==> config.mk <==
export PLATFORM = sky130hd
export DESIGN_NAME = keccak_msg_feeder
export DESIGN_NICKNAME = d
export VERILOG_FILES = /design/src/rtl/keccak_msg_feeder.sv
export SDC_FILE = /design/constraint.sdc
export NUM_CORES = 1
export LEC_CHECK = 0
export ABC_AREA = 0
export BUFFER_PORTS_ARGS = -buffer_cell sky130_fd_sc_hd__buf_2
export CAP_MARGIN = 20
export CORE_AREA = 2 2 413 415
export DETAILED_ROUTE_END_ITERATION = 8
export DIE_AREA = 0 0 415 417
export HOLD_SLACK_MARGIN = 0.02
export PLACE_DENSITY = 0.4
export SETUP_SLACK_MARGIN = 0.3
export SYNTH_ARGS = -nofsm -noshare
export SYNTH_HDL_FRONTEND = slang
export SYNTH_SLANG_ARGS = --single-unit
==> constraint.sdc <==
create_clock -name clk -period 36.7 [get_ports clk]
set_clock_uncertainty 0.1 [all_clocks]
set_input_delay 7.34 -clock clk [delete_from_list [all_inputs] [get_ports clk]]
set_output_delay 7.34 -clock clk [all_outputs]
set_load 0.02 [all_outputs]
==> src/rtl/keccak_msg_feeder.sv <==
// keccak_msg_feeder
//
// Byte-stream front end for the keccak core. It packs incoming bytes into
// big-endian 32-bit words and hands them to the core's word port. Before each
// message it sends the core a one-cycle reset pulse. When the core raises
// out_ready, it captures the 512-bit digest.
//
// Ports
//   clk, reset                : rising-edge clock, asynchronous active-high reset
//   s_data/s_valid/s_last     : upstream byte stream (s_last marks final byte)
//   s_ready                   : feeder consumes s_data this cycle
//   core_reset                : one-cycle reset pulse to the core per message
//   in/in_ready/is_last/byte_num : word to core; first byte in [31:24]
//   buffer_full               : core cannot accept a word at this edge
//   out/out_ready             : core digest and its valid flag
//   digest/digest_valid       : captured digest and one-cycle update pulse
//
// Every output is a flop. The flag outputs are computed from the next state,
// so they line up with the state they describe and have no input-to-output
// combinational path.

module keccak_msg_feeder #(
    parameter int DIGEST_W = 512
) (
    input  logic                clk,
    input  logic                reset,
    input  logic [7:0]          s_data,
    input  logic                s_valid,
    input  logic                s_last,
    output logic                s_ready,
    output logic                core_reset,
    output logic [31:0]         in,
    output logic                in_ready,
    output logic                is_last,
    output logic [1:0]          byte_num,
    input  logic                buffer_full,
    input  logic [DIGEST_W-1:0] out,
    input  logic                out_ready,
    output logic [DIGEST_W-1:0] digest,
    output logic                digest_valid
);

    typedef enum logic [2:0] {
        IDLE,
        CRST,
        FILL,
        SEND,
        FLUSH,
        WAIT
    } state_t;

    state_t                state_q, state_d;
    logic [1:0]            cnt_q, cnt_d;
    logic                  flush_q, flush_d;
    logic                  s_ready_q, s_ready_d;
    logic                  core_reset_q, core_reset_d;
    logic [31:0]           in_q, in_d;
    logic                  in_ready_q, in_ready_d;
    logic                  is_last_q, is_last_d;
    logic [1:0]            byte_num_q, byte_num_d;
    logic [DIGEST_W-1:0]   digest_q, digest_d;
    logic                  digest_valid_q, digest_valid_d;
    logic                  word_accept;

    always_comb begin
        state_d        = state_q;
        cnt_d          = cnt_q;
        flush_d        = flush_q;
        in_d           = in_q;
        is_last_d      = is_last_q;
        byte_num_d     = byte_num_q;
        digest_d       = digest_q;
        digest_valid_d = 1'b0;
        word_accept    = in_ready_q && !buffer_full;

        case (state_q)
            IDLE: begin
                // The byte that wakes us is left in place and consumed in FILL.
                if (s_valid) begin
                    state_d = CRST;
                end
            end
            CRST: begin
                cnt_d      = 2'd0;
                in_d       = 32'd0;
                flush_d    = 1'b0;
                is_last_d  = 1'b0;
                byte_num_d = 2'd0;
                state_d    = FILL;
            end
            FILL: begin
                if (s_valid) begin
                    case (cnt_q)
                        2'd0: in_d[31:24] = s_data;
                        2'd1: in_d[23:16] = s_data;
                        2'd2: in_d[15:8]  = s_data;
                        2'd3: in_d[7:0]   = s_data;
                        default: in_d = in_q;
                    endcase
                    // cnt wraps to 0 after a full word, ready for the next one.
                    cnt_d = cnt_q + 2'd1;
                    if (s_last) begin
                        state_d = SEND;
                        if (cnt_q == 2'd3) begin
                            // A full final word cannot carry byte_num, so an
                            // empty terminator word follows it.
                            flush_d = 1'b1;
                        end else begin
                            is_last_d  = 1'b1;
                            byte_num_d = cnt_q + 2'd1;
                        end
                    end else if (cnt_q == 2'd3) begin
                        state_d = SEND;
                    end
                end
            end
            SEND: begin
                if (word_accept) begin
                    // Clearing here leaves unwritten lanes of the next word at 0
                    // and pre-loads the all-zero flush word.
                    in_d = 32'd0;
                    if (is_last_q) begin
                        state_d    = WAIT;
                        is_last_d  = 1'b0;
                        byte_num_d = 2'd0;
                    end else if (flush_q) begin
                        state_d    = FLUSH;
                        flush_d    = 1'b0;
                        is_last_d  = 1'b1;
                        byte_num_d = 2'd0;
                    end else begin
                        state_d = FILL;
                    end
                end
            end
            FLUSH: begin
                if (word_accept) begin
                    state_d    = WAIT;
                    is_last_d  = 1'b0;
                    byte_num_d = 2'd0;
                end
            end
            WAIT: begin
                if (out_ready) begin
                    digest_d       = out;
                    digest_valid_d = 1'b1;
                    state_d        = IDLE;
                end
            end
            default: begin
                state_d = IDLE;
            end
        endcase

        s_ready_d    = (state_d == FILL);
        in_ready_d   = (state_d == SEND) || (state_d == FLUSH);
        core_reset_d = (state_d == CRST);
    end

    always_ff @(posedge clk or posedge reset) begin
        if (reset) begin
            state_q        <= IDLE;
            cnt_q          <= 2'd0;
            flush_q        <= 1'b0;
            s_ready_q      <= 1'b0;
            core_reset_q   <= 1'b0;
            in_q           <= 32'd0;
            in_ready_q     <= 1'b0;
            is_last_q      <= 1'b0;
            byte_num_q     <= 2'd0;
            digest_q       <= '0;
            digest_valid_q <= 1'b0;
        end else begin
            state_q        <= state_d;
            cnt_q          <= cnt_d;
            flush_q        <= flush_d;
            s_ready_q      <= s_ready_d;
            core_reset_q   <= core_reset_d;
            in_q           <= in_d;
            in_ready_q     <= in_ready_d;
            is_last_q      <= is_last_d;
            byte_num_q     <= byte_num_d;
            digest_q       <= digest_d;
            digest_valid_q <= digest_valid_d;
        end
    end

    assign s_ready      = s_ready_q;
    assign core_reset   = core_reset_q;
    assign in           = in_q;
    assign in_ready     = in_ready_q;
    assign is_last      = is_last_q;
    assign byte_num     = byte_num_q;
    assign digest       = digest_q;
    assign digest_valid = digest_valid_q;

endmodule

# Word-level counts from Yosys, hierarchy flattened
# Cells that the tools add are included.
# classes
eq_ne	23
mux	43
addsub	1
reduce_logical	17
# ops
operator	count
32-bit one-hot mux with 3 select lines	1
32-bit two-way mux	2
8-bit two-way mux	4
3-bit two-way mux	9
3-bit one-hot mux with 6 select lines	1
2-bit two-way mux	8
4-bit AND reduction	4
1-bit two-way mux	14
2-bit != test (second input constant)	7
3-bit by 2-bit == test with 1-bit output (second input constant)	4
6-bit AND reduction	2
3-bit == test (second input constant)	3
2-bit one-hot mux with 4 select lines	1
7-bit AND reduction	1
3-bit by 1-bit == test with 1-bit output (second input constant)	2
2-bit by 1-bit != test with 1-bit output (second input constant)	3
2-bit == test (second input constant)	2
1-bit one-hot mux with 4 select lines	1
2-bit one-hot mux with 2 select lines	1
2-bit AND reduction	2
4-bit nonzero test	1
3-bit logical NOT	1
3-bit != test (second input constant)	1
1-bit one-hot mux with 3 select lines	1
8 further kinds	8
# word_totals
word_cells	98
ff_bits	557

# Longest topological paths before layout
# depth
ltp_word	7
ltp_mapped	6
depth_no_buf	5

# Least setup slack after synthesis
# OpenSTA, ideal clock, no wires.
# synth_path
kind	input port to flip-flop
from	input buffer_full
to	register in_q[0] (netlist: in[0])
path_slack_ps	28052
cell_stages	5
arrival_ps	8424
required_time_ps	36475
cell_sequence	nand2b_4 -> a21bo_2 -> buf_4 -> a21oi_4 -> mux2_2
# synth_between
elab_chain_len	4
# synth_lines
item	line	rtl
from (decl)	36	input logic buffer_full,
1-bit logical NOT	74	word_accept = in_ready_q && !buffer_full;
1-bit logical AND	74	
2-bit != test (no source line)	--	
4-bit AND reduction (no source line)	--	
to (signal assigned)	179	in_q <= in_d;
to (decl)	57	logic [31:0] in_q, in_d;
# No other way between the ends.
# A chain may end at the register's enable or synchronous reset.

# Worst setup path after layout
# layout_path
from	input out_ready
to	register digest_q[431] (netlist: digest[431])
# layout_between
elab_chain_len	1
# layout_lines
item	line	rtl
from (decl)	38	input logic out_ready,
2-bit AND reduction (no source line)	--	
to (signal assigned)	183	digest_q <= digest_d;
to (decl)	61	logic [DIGEST_W-1:0] digest_q, digest_d;
# No other way between the ends.

==> impl_metrics.tcl <==
set metrics [dict create \
    end_kind "register" \
    cp_slowest_cell "buf_4" \
    final_hold_viol_count 0 \
    cp_slowest_stage_delay_ps 870 \
    grt.overflow.total 0 \
    grt_pass1_wl_um 121000 \
    post_cts_buffers 0 \
    area_growth_pct 48.3 \
    synth_compound_area_frac 0.00977 \
    cp-start-kind "input port" \
    ys_seq_elements 557 \
    viasPerCell 3.26 \
    timing_worst_setup_path_type "in2reg" \
    clock_sinks 557 \
    grtUsageTotal 0.0967 \
    io_buffers 1076 \
    seq_area_frac_synth 0.660 \
    async_flop_share 1.00 \
    cts_tree "done" \
    setup_ws_ps 24980 \
    finalSetupViolCount 0 \
    wl_per_cell_um 18.8 \
    dpl.hpwl_um 68100 \
    layout_common_cells "buf_2 (1,076), dfrtp_1 (557), mux2_2 (460)" \
    drive_gt1_frac 0.700 \
    ys.warnings.count 0 \
    drt_iter0_markers 622 \
    cp_max_fo 73 \
    worstPathRequired_ps 37130 \
    grt_pass1_vias 15800 \
    ir_drop_uv 30.1 \
    dieArea_mm2 0.173 \
    rsz0062_at_grt "no" \
    synth_edf_count 0 \
    synth_ff_type "dfrtp_1" \
    power_leakage_uw 0.0173 \
    syn_nets 1768 \
    avgSynthCellArea_um2 17.1 \
    synthAdderAreaFrac 0.00237 \
    min_period_ps 11720 \
    drc_errors 0 \
    ctsHtreeMaxLevel 3 \
    initial_utilization 0.125 \
    maxSlewViolCount 0 \
    die_h_um 417 \
    gp_routability_congestion 0.837 \
    routed-via-count 15000 \
    max_freq_mhz 85.4 \
    clk_pin_slew_ps 50 \
    slew_headroom 0.321 \
    die_x_um 415 \
    synth_top_family_by_area "multiplexers" \
    fill_cells 18600 \
    place_ws_ps 24290 \
    drv_cap 0 \
    hold_path_class "reg2reg" \
    finalCritPeriodShare 0.319 \
    rows 151 \
    syn-cell-area_mm2 0.0211 \
    grt_max_degree 151 \
    status "completed" \
    cts_hold_buf 0 \
    cts-resized-gates 0 \
    post-route-util 0.186 \
    fin_nets 2869 \
    fin_setup_tns_ps 0 \
    antenna_found_initial 30 \
    p_per_area_mw_per_mm2 68.2 \
    clock_path_buffers 3 \
    finalWirelength_um 86500 \
    core-area_mm2 0.169 \
    final_common_cell "buf_2" \
    tightest_slew_ps 1020 \
    insertion_delay_ps 650 \
    ys_types 40 \
    ctsRootBufferMaster "clkbuf_16" \
    cts_made_buffers 73 \
    ant_nets 0 \
    critPathArrivalTime_ps 12150 \
    worst_path_most_repeated_cell "buf_4" \
    synth_xor_area_frac 0 \
    synthMuxAreaShare 0.292 \
    io-pin-count 1077 \
    netlist_instances 1238 \
    drt_pass1_iterations 4 \
    yosys.area_share.simple 0.0114 \
    cp_cell_sequence "buf_2 -> nand2_1 -> nor2_8 -> buf_4 -> buf_4 -> buf_4 -> buf_4 -> mux2_2" \
]
-- stage by stage --
stage / hold WS [ps] / cells / area, um^2 / power (uW)
finish: 374 / 4615 / 31300 / 2140
global route: 390 / 4607 / 31300 / 2250
CTS: 381 / 4606 / 31300 / 2190
detailed placement: 369 / 4482 / 28900 / 1440
global placement: 361 / 4482 / 28900 / 1440
floorplan: 414 / 1238 / 21100 / 1170
-- per-layer routing --
layer | global-route usage | part of all wire | up-vias
li1 | - | - | 6627
met1 | 0.114 | 0.40 | 7666
met2 | 0.163 | 0.50 | 575
met3 | 0.0348 | 0.077 | 145
met4 | 0.0281 | 0.023 | 28
met5 | 0 | 0.0019 | -
-- state kept, by name, indices dropped and copies added (netlist names), 2 cells and up --
signal,flops
byte_num,2
cnt_q,2
digest,512
in,32
state_q,3
-- critical path, delay by kind of cell --
kind / cells / cell delay [ps]
multiplexers: 1 / 420
AND/OR/NAND/NOR: 2 / 770
buffers and inverters: 5 / 3330
-- area by class of cell --
cell class	count	area, um^2	area share
diodes	9	22.5	0.000719
repair buffers	1089	5510	0.176
flip-flops and latches	557	13900	0.445
inverters	7	33.8	0.00108
multi-input cells	611	6660	0.213
clock buffers	106	2160	0.0691
clock inverters	18	231	0.00739
well taps	2218	2780	0.0886
-- report_power, final --
group          switching (uW)  internal (uW)
clock                     287            431
combinational             355            227
sequential               84.3            751
-- worst paths after layout --
path,from,endpoint,slack (ps),cells past startpoint
min,digest[103],digest[103],370,1
min in group asynchronous,reset,digest[424],6660,2
max in group asynchronous,reset,digest[227],27480,4
max,out_ready,digest[431],24980,8
min reg2reg,digest[103],digest[103],370,1
max reg2reg,state_q[1],digest[431],30950,7
-- cells by family (layout without fill, tap and decap cells) --
family                     after synthesis  count (layout)
AOI/OAI and AO/OA                       21              21
other                                    0               9
buffers and inverters                   70            1220
and+or+nand+nor                         39              39
DFF                                    557             557
muxes                                  547             547
adders and majority gates                4               4
-- synthesized netlist by cell type, types with 2 or more instances --
| library cell | n | area share |
|---|---|---|
| ha_1 | 4 | 0.0024 |
| mux2_2 | 460 | 0.25 |
| and3_1 | 9 | 0.0027 |
| and3b_1 | 2 | 0.00083 |
| nand2_1 | 9 | 0.0016 |
| or3_1 | 2 | 0.00059 |
| a21oi_4 | 4 | 0.0031 |
| buf_4 | 40 | 0.014 |
| mux2_1 | 85 | 0.045 |
| buf_6 | 14 | 0.0075 |
| nor2_1 | 6 | 0.0011 |
| buf_2 | 8 | 0.0019 |
| o211ai_1 | 2 | 0.00071 |
| dfrtp_1 | 557 | 0.66 |
| a32oi_1 | 2 | 0.00083 |
| o2bb2ai_1 | 2 | 0.00083 |
| nand2b_4 | 2 | 0.0013 |
| inv_1 | 7 | 0.0012 |
| a21oi_1 | 2 | 0.00047 |
(Power assumes the default switching activity.)
